==> config.mk <==
export PLATFORM = sky130hd
export DESIGN_NAME = debounce_multi
export DESIGN_NICKNAME = d
export VERILOG_FILES = /design/src/rtl/debounce_multi.sv
export SDC_FILE = /design/constraint.sdc
export NUM_CORES = 1
export LEC_CHECK = 0
export CORE_ASPECT_RATIO = 0.9
export CORE_MARGIN = 2
export CORE_UTILIZATION = 30
export CTS_BUF_LIST = sky130_fd_sc_hd__clkbuf_4 sky130_fd_sc_hd__clkbuf_8
export CTS_CLUSTER_SIZE = 16
export DETAILED_ROUTE_END_ITERATION = 6
export PLACE_DENSITY = 0.5
export SKIP_CTS_REPAIR_TIMING = 1
export SKIP_LAST_GASP = 1
export SYNTH_ARGS = -nofsm -noshare
export SYNTH_HDL_FRONTEND = slang
export SYNTH_SLANG_ARGS = --single-unit
==> constraint.sdc <==
create_clock -name clk -period 1.8 [get_ports clk]
set_input_delay 0.27 -clock clk [delete_from_list [all_inputs] [get_ports clk]]
set_output_delay 0.27 -clock clk [all_outputs]
set_load 0.01 [all_outputs]
==> src/rtl/debounce_multi.sv <==
// debounce_multi: multi-channel push-button debouncer.
// Each raw pin passes a 2-FF synchroniser and a per-channel stability counter;
// a level change is accepted only after DEBOUNCE_DELAY consecutive cycles that
// disagree with the current debounced level.
// Outputs are plain registered pulses with no handshake: press/released are
// high for exactly one cycle per event and are never high together on one
// channel; any_press is the OR of press in the same cycle.
// Optional feature: define DEBOUNCE_REPEAT_EN to add auto-repeat press pulses
// while a button is held.
// The release pulse port is called 'released' because 'release' is a reserved
// word in SystemVerilog.
module debounce_multi #(
  parameter int CHANNELS       = 4,
  parameter int DEBOUNCE_DELAY = 500_000,
  parameter int CNT_W          = 20,
  parameter int ACTIVE_LOW     = 1,
  parameter int REPEAT_DELAY   = 50_000_000,
  parameter int REPEAT_RATE    = 10_000_000,
  parameter int RPT_W          = 27
) (
  input  logic                clk,
  input  logic                rst_n,
  input  logic [CHANNELS-1:0] button,
  output logic [CHANNELS-1:0] level,
  output logic [CHANNELS-1:0] press,
  output logic [CHANNELS-1:0] released,
  output logic                any_press
);

  // Synchroniser flops reset to the idle pin level so reset never looks like a press.
  localparam logic [CHANNELS-1:0] IDLE_PIN = {CHANNELS{ACTIVE_LOW != 0}};
  localparam logic [CNT_W-1:0]    CNT_LAST = CNT_W'(DEBOUNCE_DELAY - 1);

  logic [CHANNELS-1:0] sync1;
  logic [CHANNELS-1:0] sync2;
  logic [CHANNELS-1:0] act;
  logic [CHANNELS-1:0] accept;
  logic [CHANNELS-1:0] rpt_fire;
  logic [CNT_W-1:0]    cnt [CHANNELS];

  assign act       = (ACTIVE_LOW != 0) ? ~sync2 : sync2;
  assign any_press = |press;

  // A channel accepts its new level when it has disagreed for DEBOUNCE_DELAY cycles.
  always_comb begin
    accept = '0;
    for (int i = 0; i < CHANNELS; i++) begin
      accept[i] = (act[i] != level[i]) && (cnt[i] == CNT_LAST);
    end
  end

  // Synchroniser, stability counters, debounced level and event pulses.
  always_ff @(posedge clk) begin
    if (!rst_n) begin
      sync1    <= IDLE_PIN;
      sync2    <= IDLE_PIN;
      level    <= '0;
      press    <= '0;
      released <= '0;
      for (int i = 0; i < CHANNELS; i++) begin
        cnt[i] <= '0;
      end
    end else begin
      sync1    <= button;
      sync2    <= sync1;
      press    <= (accept & act) | rpt_fire;
      released <= accept & ~act;
      for (int i = 0; i < CHANNELS; i++) begin
        if (act[i] == level[i]) begin
          cnt[i] <= '0;
        end else if (accept[i]) begin
          level[i] <= act[i];
          cnt[i]   <= '0;
        end else begin
          cnt[i] <= cnt[i] + 1'b1;
        end
      end
    end
  end

`ifdef DEBOUNCE_REPEAT_EN
  // armed=0 waits for the first repeat (REPEAT_DELAY), armed=1 for later ones (REPEAT_RATE).
  logic [RPT_W-1:0]    rcnt [CHANNELS];
  logic [CHANNELS-1:0] armed;

  // Repeat fires while held; an accepted release in the same cycle always wins.
  always_comb begin
    rpt_fire = '0;
    for (int i = 0; i < CHANNELS; i++) begin
      rpt_fire[i] = level[i] && !accept[i] &&
                    (rcnt[i] == (armed[i] ? RPT_W'(REPEAT_RATE - 1)
                                          : RPT_W'(REPEAT_DELAY - 1)));
    end
  end

  // Repeat counters: cleared on press, on release and whenever the level is low.
  always_ff @(posedge clk) begin
    if (!rst_n) begin
      armed <= '0;
      for (int i = 0; i < CHANNELS; i++) begin
        rcnt[i] <= '0;
      end
    end else begin
      for (int i = 0; i < CHANNELS; i++) begin
        if (!level[i] || accept[i]) begin
          rcnt[i]  <= '0;
          armed[i] <= 1'b0;
        end else if (rpt_fire[i]) begin
          rcnt[i]  <= '0;
          armed[i] <= 1'b1;
        end else begin
          rcnt[i] <= rcnt[i] + 1'b1;
        end
      end
    end
  end
`else
  assign rpt_fire = '0;
`endif

endmodule

==> results of run 1 <==
## cells in the final DEF, fill, tap and decap left out, types with 5 or more instances in the layout
| cell type | count |
|---|---|
| and4_1 | 6 |
| edfxtp_1 | 80 |
| buf_4 | 89 |
| buf_6 | 5 |
| inv_1 | 17 |
| clkbuf_8 | 13 |
| nand2b_1 | 8 |
| xor2_1 | 18 |
| nand4_1 | 23 |
| dfxtp_1 | 20 |
| nor2_1 | 58 |
| nand3_1 | 25 |
| nor3_1 | 20 |
| nand2_1 | 27 |
| or3_1 | 11 |
| or4b_4 | 5 |
| xnor2_1 | 43 |
| a21oi_2 | 11 |
| and3_1 | 5 |
| nor4_1 | 15 |
| clkdlybuf4s50_1 | 17 |
| nor2_2 | 13 |
| conb_1 | 80 |
| o21ai_0 | 11 |
| a21oi_1 | 5 |
## layout make-up
cell class                      count  area (sq um)
Timing Repair Buffer              119          1050
Multi-Input combinational cell    427          2690
Sequential cell                   100          2800
Clock buffer                       15           194
Clock inverter                      1          5.00
Inverter                           17          63.8
Tap cell                          211           264
Fill cell                        1652          9660
## power groups by stage
stage	clock network (mW)	registers, mW	logic, mW
3_3_place_gp	0	2.70	0.304
2_1_floorplan	0	2.71	0.166
4_1_cts	1.54	2.65	0.311
6_report	1.47	2.65	0.351
5_1_grt	1.63	2.67	0.392
3_5_place_dp	0	2.71	0.309
## flip-flops by register name, indices dropped and copies added (netlist names)
register  flops
cnt          80
sync1         4
released      4
press         4
sync2         4
level         4
## critical path, stage by stage, from the launching register on
cell and delay (ps):
edfxtp_1 400, or4b_4 560, nor4_4 250, a21o_1 230, buf_12 150, nor2_1 40
## per-stage QoR
stage	cell area [sq um]	utilization [%]
finish	7060	42.2
global route	7060	42.2
CTS	6740	40.3
detailed placement	6540	39.1
global placement	6540	39.1
floorplan	5520	-
## metal layers
metal	track usage, %	vias to the layer above
met4	4.59	0
met2	20.4	30
met3	3.26	10
met1	16.6	1928
met5	0	-
li1	-	2062
## worst max path at each step
stage / slack (ps) / end / cells past startpoint / start
floorplan: -70 / cnt[2][11] / 6 / cnt[2][6]
CTS: -330 / any_press / 2 / press[1]
detailed placement: -80 / cnt[0][19] / 4 / cnt[0][1]
global placement: -60 / cnt[0][2] / 5 / cnt[0][19]
global route: -160 / cnt[0][14] / 5 / cnt[0][14]
finish: -70 / cnt[0][15] / 5 / cnt[0][14]
## logic make-up after synthesis
family | after synthesis
XOR/XNOR | 61
AO/OA/AOI/OAI | 38
AND/OR/NAND/NOR | 244
flip-flops | 100
other | 1
buffers and inverters | 29
adder cells (fa/ha/maj) | 4
==> results.json, run 1 <==
{
  "final_nets": 684,
  "grt_pass1_vias": 3833,
  "synth_edf_count": 80,
  "port_buffers": 18,
  "p_leak_nw": 2.61,
  "comb_power_share_pct": 7.9,
  "io_pins": 19,
  "worst_skew_pair.late_latency_ps": 380,
  "cts_buffer_depth": 2,
  "synth_xor_xnor_area_share_pct": 10.5,
  "ant_nets": 0,
  "whs_ps": 428,
  "cts.sinks": 100,
  "cts_max_level": 3,
  "cts_root_buffer": "clkbuf_8",
  "die_w_microns": 141,
  "drive_gt1_share_pct": 25.8,
  "num_rows": 45,
  "syn2layout_area_growth_pct": 39.2,
  "startpoint_type": "flip-flop",
  "grt_first_pass_wirelength_microns": 18100,
  "worstSetupPathType": "reg2reg",
  "netlist_area_sq_um": 5070,
  "routed.top_layer": "met4",
  "power_frac_seq_pct": 59.3,
  "p_clk_share_pct": 32.9,
  "wl_met1_microns": 5410,
  "core_area_sq_um": 16700,
  "synthAdderAreaFrac_pct": 0.986,
  "final_cells": 890,
  "antenna_found_initial": 0,
  "synthTopCellsByCount": "80 x edfxtp_1, 74 x nor2_1, 43 x xnor2_1, 27 x nand2_1, 26 x nand3_1",
  "synth_most_common_cell": "edfxtp_1",
  "synth.largest_area_cell": "edfxtp_1",
  "switchingPower_mw": 1.04,
  "r2r_slack_ps": -70,
  "finalSetupTns_ps": -1810,
  "dr.pass1.iters": 4,
  "antenna_cells": 0,
  "outcome": "finished, violations left",
  "hold_viol": 0,
  "hold_start": "sync1[3]",
  "arrival_ps": 2010,
  "synth_mux_area_share_pct": 0,
  "met2_length_microns": 5110,
  "vdd.ir_drop.worst_uv": 364,
  "setup_slack_ps": -70.8,
  "via_per_inst": 4.53,
  "r2r_start": "cnt[0][14]",
  "hp-class": "reg2reg",
  "synth_compound_area_share_pct": 4.34,
  "rsz0062_at_grt": "yes",
  "hold_path_end": "sync2[3]",
  "clock.fmax_mhz": 535,
  "async_reset_ff_share_pct": 0,
  "synth-main-ff-cell": "edfxtp_1",
  "numCtsBuffers": 9,
  "clock_skew_ps": 8.60,
  "r2r_end": "cnt[0][15]",
  "final-setup-viol-count": 39,
  "ys_types": 39,
  "switching_share_pct": 23.2,
  "dp_hpwl_microns": 8010,
  "ys_seq_elements": 100,
  "wl_per_cell_microns": 12.3,
  "period_minus_slack_ps": 1870,
  "vias": 4030,
  "syn_area_per_cell_sq_um": 10.6,
  "drtIter0Drc": 241,
  "grt_max_degree": 21,
  "reg2reg_depth": 5,
  "whs_path_depth": 1,
  "grt.overflow.total": 0,
  "post-place-ws_ps": -83.1,
  "path_max_fanout": 12,
  "synthCells": 477,
  "max_cap_violations": 0,
  "end_kind": "flip-flop",
  "powerDensity_nw_per_um2": 633,
  "finalCritPeriodShare_pct": 104,
  "die_h_microns": 127,
  "yosysTopAreaCellShare_pct": 47.3,
  "synth-simple-area-share_pct": 26.4,
  "drc": 0,
  "cp.required_ps": 1940,
  "slew_violations": 0,
  "cts_tree": "done",
  "synth_area_leaders": "edfxtp_1 47%, dfxtp_1 7.9%, xnor2_1 7.4%",
  "ys_seq_area_share_pct": 55.2,
  "wl_microns": 10900,
  "failed_checks": "setup timing",
  "power_mw": 4.47,
  "grt_use_total_pct": 12.7,
  "met3_length_microns": 252,
  "synth_warnings": 0,
  "die-area_sq_um": 18000,
  "dp.cells": 858,
  "routabilityCongestion": 0.818,
  "start_util_pct": 30.3,
  "p_int_mw": 3.44,
  "path_clk_slew_ps": 90,
  "synth_top_family_by_area": "simple AND/OR/NAND/NOR gates"
}
(Power assumes the default switching activity.)
==> run 2, diff against run 1 <==
--- a/config.mk
+++ b/config.mk
@@ -5,7 +5,7 @@
 export SDC_FILE = /design/constraint.sdc
 export NUM_CORES = 1
 export LEC_CHECK = 0
-export CORE_ASPECT_RATIO = 0.9
+export CORE_ASPECT_RATIO = 0.6
 export CORE_MARGIN = 2
 export CORE_UTILIZATION = 30
 export CTS_BUF_LIST = sky130_fd_sc_hd__clkbuf_4 sky130_fd_sc_hd__clkbuf_8
@@ -14,6 +14,7 @@
 export PLACE_DENSITY = 0.5
 export SKIP_CTS_REPAIR_TIMING = 1
 export SKIP_LAST_GASP = 1
+export SLEW_MARGIN = 20
 export SYNTH_ARGS = -nofsm -noshare
 export SYNTH_HDL_FRONTEND = slang
 export SYNTH_SLANG_ARGS = --single-unit
==> results.json, run 2 (synthesis gave the netlist of run 1 again) <==
{
  "outcome": "finished, violations left",
  "failed_checks": "setup timing",
  "vdd.ir_drop.worst_uv": 495,
  "final-setup-viol-count": 68,
  "slew_violations": 0,
  "powerDensity_nw_per_um2": 609,
  "die_w_microns": 172,
  "place_area_sq_um": 6610,
  "io_pins": 19,
  "grt_use_total_pct": 13.4,
  "die_h_microns": 105,
  "grt.overflow.total": 0,
  "end_kind": "flip-flop",
  "multi_input_area_sq_um": 2910,
  "postLayoutCoreUtil_pct": 45.3,
  "cp_slowest_cell": "or4b_4",
  "core_area_sq_um": 16400,
  "startpoint_type": "flip-flop",
  "clock.fmax_mhz": 524,
  "hp-class": "reg2reg",
  "dp_hpwl_microns": 8700,
  "cp.required_ps": 1920,
  "r2r_slack_ps": -110,
  "vias": 4155,
  "cts_tree": "done",
  "p_leak_nw": 2.70,
  "n_fill_cell": 1608,
  "cts.sinks": 100,
  "port_buffers": 18,
  "hold_viol": 0,
  "ant_nets": 0,
  "seqCellArea_sq_um": 2800,
  "max_cap_violations": 0,
  "die-area_sq_um": 18000,
  "largest_register_ffs": 80,
  "via_per_inst": 4.54,
  "cp_top_family": "simple AND/OR/NAND/NOR gates",
  "start_util_pct": 31.0,
  "path_max_fanout": 5,
  "grt_first_pass_wirelength_microns": 19300,
  "cp-endpoint": "cnt[0][19]",
  "rsz0062_at_grt": "yes",
  "dr.pass1.iters": 4,
  "drc": 0,
  "grt_util_met1_pct": 19.8,
  "finalSetupTns_ps": -3680,
  "num_rows": 36,
  "use_met3_pct": 3.22,
  "cts_max_level": 3,
  "clock_skew_ps": 11.8,
  "worst_skew_pair.late_latency_ps": 370,
  "final_cells": 916,
  "finalCritPeriodShare_pct": 106,
  "grt_pass1_vias": 3966,
  "path_buf_inv": 1,
  "drtIter0Drc": 156,
  "top_register": "cnt",
  "use_met2_pct": 19.7,
  "path_clk_slew_ps": 90,
  "final_area_sq_um": 7430,
  "cts_root_buffer": "clkbuf_8",
  "path_cells": "or4b_4 > nor4_4 > a21o_4 > clkbuf_16 > a21oi_2",
  "r2r_end": "cnt[0][19]",
  "drive_gt1_share_pct": 32.8,
  "numCtsBuffers": 9,
  "setup_slack_ps": -108,
  "cp.depth": 5,
  "final_nets": 693,
  "antenna_found_initial": 0,
  "wl_microns": 12300,
  "routabilityCongestion": 0.793,
  "period_minus_slack_ps": 1910,
  "startpoint": "cnt[0][19]",
  "syn2layout_area_growth_pct": 46.4,
  "power_mw": 4.52,
  "wl_per_cell_microns": 13.4,
  "max_slew_margin_pct": 63.8,
  "cp_slowest_stage_delay_ps": 570,
  "grt_max_degree": 21,
  "antenna_cells": 0,
  "worstSetupPathType": "reg2reg",
  "cts_buffer_depth": 2,
  "worst_pin_slew_ps": 538,
  "busiest_layer": "met1",
  "arrival_ps": 2030,
  "r2r_start": "cnt[0][19]",
  "final_common_cell": "buf_4",
  "layout_common_cells": "91 x buf_4, 80 x edfxtp_1, 80 x conb_1",
  "reg2reg_depth": 5,
  "dp.cells": 881
}
run 2: how the worst min path moves through the flow:
stage / startpoint / endpoint / slack, ps / depth (start not counted)
detailed placement: sync1[3] / sync2[3] / 390 / 1
floorplan: button[0] / sync1[0] / 370 / 1
global route: sync1[3] / sync2[3] / 440 / 1
CTS: sync1[3] / sync2[3] / 410 / 1
global placement: sync1[3] / sync2[3] / 390 / 1
finish: sync1[3] / sync2[3] / 420 / 1
run 2: power by group:
part           total, mW  leakage (nW)  switching, mW  internal, mW
registers           2.66         0.989         0.0788          2.58
clock network       1.47         0.101          0.825         0.640
logic              0.402          1.61          0.206         0.195
run 2: final cells by class:
type	count	share of cell area (%)
Multi-Input combinational cell	427	39.2
Timing Repair Buffer	128	15.8
Clock inverter	7	0.893
Inverter	17	0.859
Tap cell	228	3.84
Sequential cell	100	37.7
Clock buffer	9	1.67
run 2: metrics by stage:
step                      setup slack (ps)  hold slack (ps)
after floorplan                      -74.5              371
after global placement               -74.9              393
after detailed placement              -112              394
after CTS                             -248              415
after global routing                  -177              436
final                                 -108              416
run 2: layer usage:
layer	up-vias	part of all wire [%]
met2	56	43
met1	1993	52
met5	-	0
met3	11	3.6
li1	2095	-
met4	0	1.4
==> run 3, diff against run 2 <==
--- a/config.mk
+++ b/config.mk
@@ -6,7 +6,6 @@
 export NUM_CORES = 1
 export LEC_CHECK = 0
 export CORE_ASPECT_RATIO = 0.6
-export CORE_MARGIN = 2
 export CORE_UTILIZATION = 30
 export CTS_BUF_LIST = sky130_fd_sc_hd__clkbuf_4 sky130_fd_sc_hd__clkbuf_8
 export CTS_CLUSTER_SIZE = 16
==> results.json, run 3 (synthesis gave the netlist of run 1 again) <==
{
  "use_met3_pct": 3.22,
  "rsz0062_at_grt": "yes",
  "busiest_layer": "met2",
  "drc": 0,
  "antenna_found_initial": 0,
  "port_buffers": 18,
  "via_per_inst": 4.47,
  "drtIter0Drc": 289,
  "antenna_cells": 0,
  "period_minus_slack_ps": 1920,
  "dp_hpwl_microns": 8460,
  "die_w_microns": 170,
  "cts_buffer_depth": 2,
  "grt.overflow.total": 0,
  "final_cells": 915,
  "wl_microns": 11900,
  "grt_max_degree": 21,
  "arrival_ps": 2040,
  "top_register": "cnt",
  "cp_top_family": "simple AND/OR/NAND/NOR gates",
  "cts.sinks": 100,
  "cts_root_buffer": "clkbuf_8",
  "worst_skew_pair.late_latency_ps": 370,
  "vias": 4094,
  "drive_gt1_share_pct": 29.4,
  "largest_register_ffs": 80,
  "worstSetupPathType": "reg2reg",
  "path_cells": "buf_4 > or4b_4 > nor3_4 > a21o_4 > clkbuf_16 > a21oi_2",
  "clock.fmax_mhz": 522,
  "io_pins": 19,
  "start_util_pct": 31.0,
  "grt_pass1_vias": 3848,
  "num_rows": 36,
  "path_clk_slew_ps": 100,
  "use_met2_pct": 21.5,
  "cp_slowest_cell": "or4b_4",
  "p_leak_nw": 2.69,
  "grt_util_met1_pct": 19.5,
  "wl_per_cell_microns": 13.0,
  "max_cap_violations": 0,
  "hold_start": "sync1[3]",
  "finalCritPeriodShare_pct": 106,
  "final_nets": 692,
  "hold_viol": 0,
  "dr.pass1.iters": 4,
  "r2r_start": "cnt[1][7]",
  "path_max_fanout": 5,
  "cts_tree": "done",
  "die-area_sq_um": 17500,
  "startpoint": "cnt[1][7]",
  "final_common_cell": "buf_4",
  "n_fill_cell": 1602,
  "vdd.ir_drop.worst_uv": 299,
  "multi_input_area_sq_um": 2790,
  "startpoint_type": "flip-flop",
  "outcome": "finished, violations left",
  "setup_slack_ps": -117,
  "ant_nets": 0,
  "path_buf_inv": 2,
  "core_area_sq_um": 16400,
  "syn2layout_area_growth_pct": 43.6,
  "grt_use_total_pct": 13.8,
  "hp-class": "reg2reg",
  "cp_slowest_stage_delay_ps": 490,
  "dp.cells": 882,
  "powerDensity_nw_per_um2": 612,
  "routabilityCongestion": 0.835,
  "grt_first_pass_wirelength_microns": 18800,
  "layout_common_cells": "95 x buf_4, 80 x edfxtp_1, 80 x conb_1",
  "end_kind": "flip-flop",
  "whs_ps": 410,
  "die_h_microns": 103,
  "slew_violations": 0,
  "failed_checks": "setup timing",
  "cts_max_level": 3,
  "seqCellArea_sq_um": 2800,
  "numCtsBuffers": 9,
  "final-setup-viol-count": 62,
  "clock_skew_ps": 13.9,
  "cp.required_ps": 1920
}
run 3: final cells by class:
class | instances | share of cell area, %
repair buffers | 127 | 16.0
multi-input cells | 427 | 38.3
clock buffers | 9 | 1.70
flip-flops and latches | 100 | 38.5
inverters | 17 | 0.876
clock inverters | 7 | 0.790
well taps | 228 | 3.91
run 3: worst register-to-register path, cell delays in order, from the launching register on:
cell,delay [ps]
edfxtp_1,400
buf_4,150
or4b_4,490
nor3_4,210
a21o_4,220
clkbuf_16,170
a21oi_2,30
run 3: where the power goes:
| group | internal (mW) | leakage (nW) | switching [mW] |
|---|---|---|---|
| clock network | 0.626 | 0.0976 | 0.795 |
| logic | 0.192 | 1.60 | 0.198 |
| registers | 2.58 | 0.989 | 0.0717 |
run 3: per-stage QoR:
step                      TNS, ps  utilization, %  power [mW]  worst slack (ps)  area (sq um)
after floorplan             -2490               -        2.87             -74.5          5520
after global placement      -2550            40.5        3.02             -71.1          6640
after detailed placement    -4690            40.5        3.03              -132          6640
after CTS                   -6040            41.6        4.47              -198          6820
after global routing        -9110            44.4        4.67              -183          7290
final                       -4300            44.4        4.46              -117          7290
run 3: path summary, 6_finish.rpt:
check                                   to  slack (ps)  cells past startpoint
worst max-delay path            cnt[1][19]        -120                      6
worst min register to register    sync2[3]         410                      1
worst max register to register  cnt[1][19]        -120                      6
worst min-delay path              sync2[3]         410                      1
run 3: metal layers:
metal  part of all wire (%)  wire [microns]
met1                     52            6180
met2                     44            5250
met3                    3.2             375
met4                   0.70              83
met5                      0               0
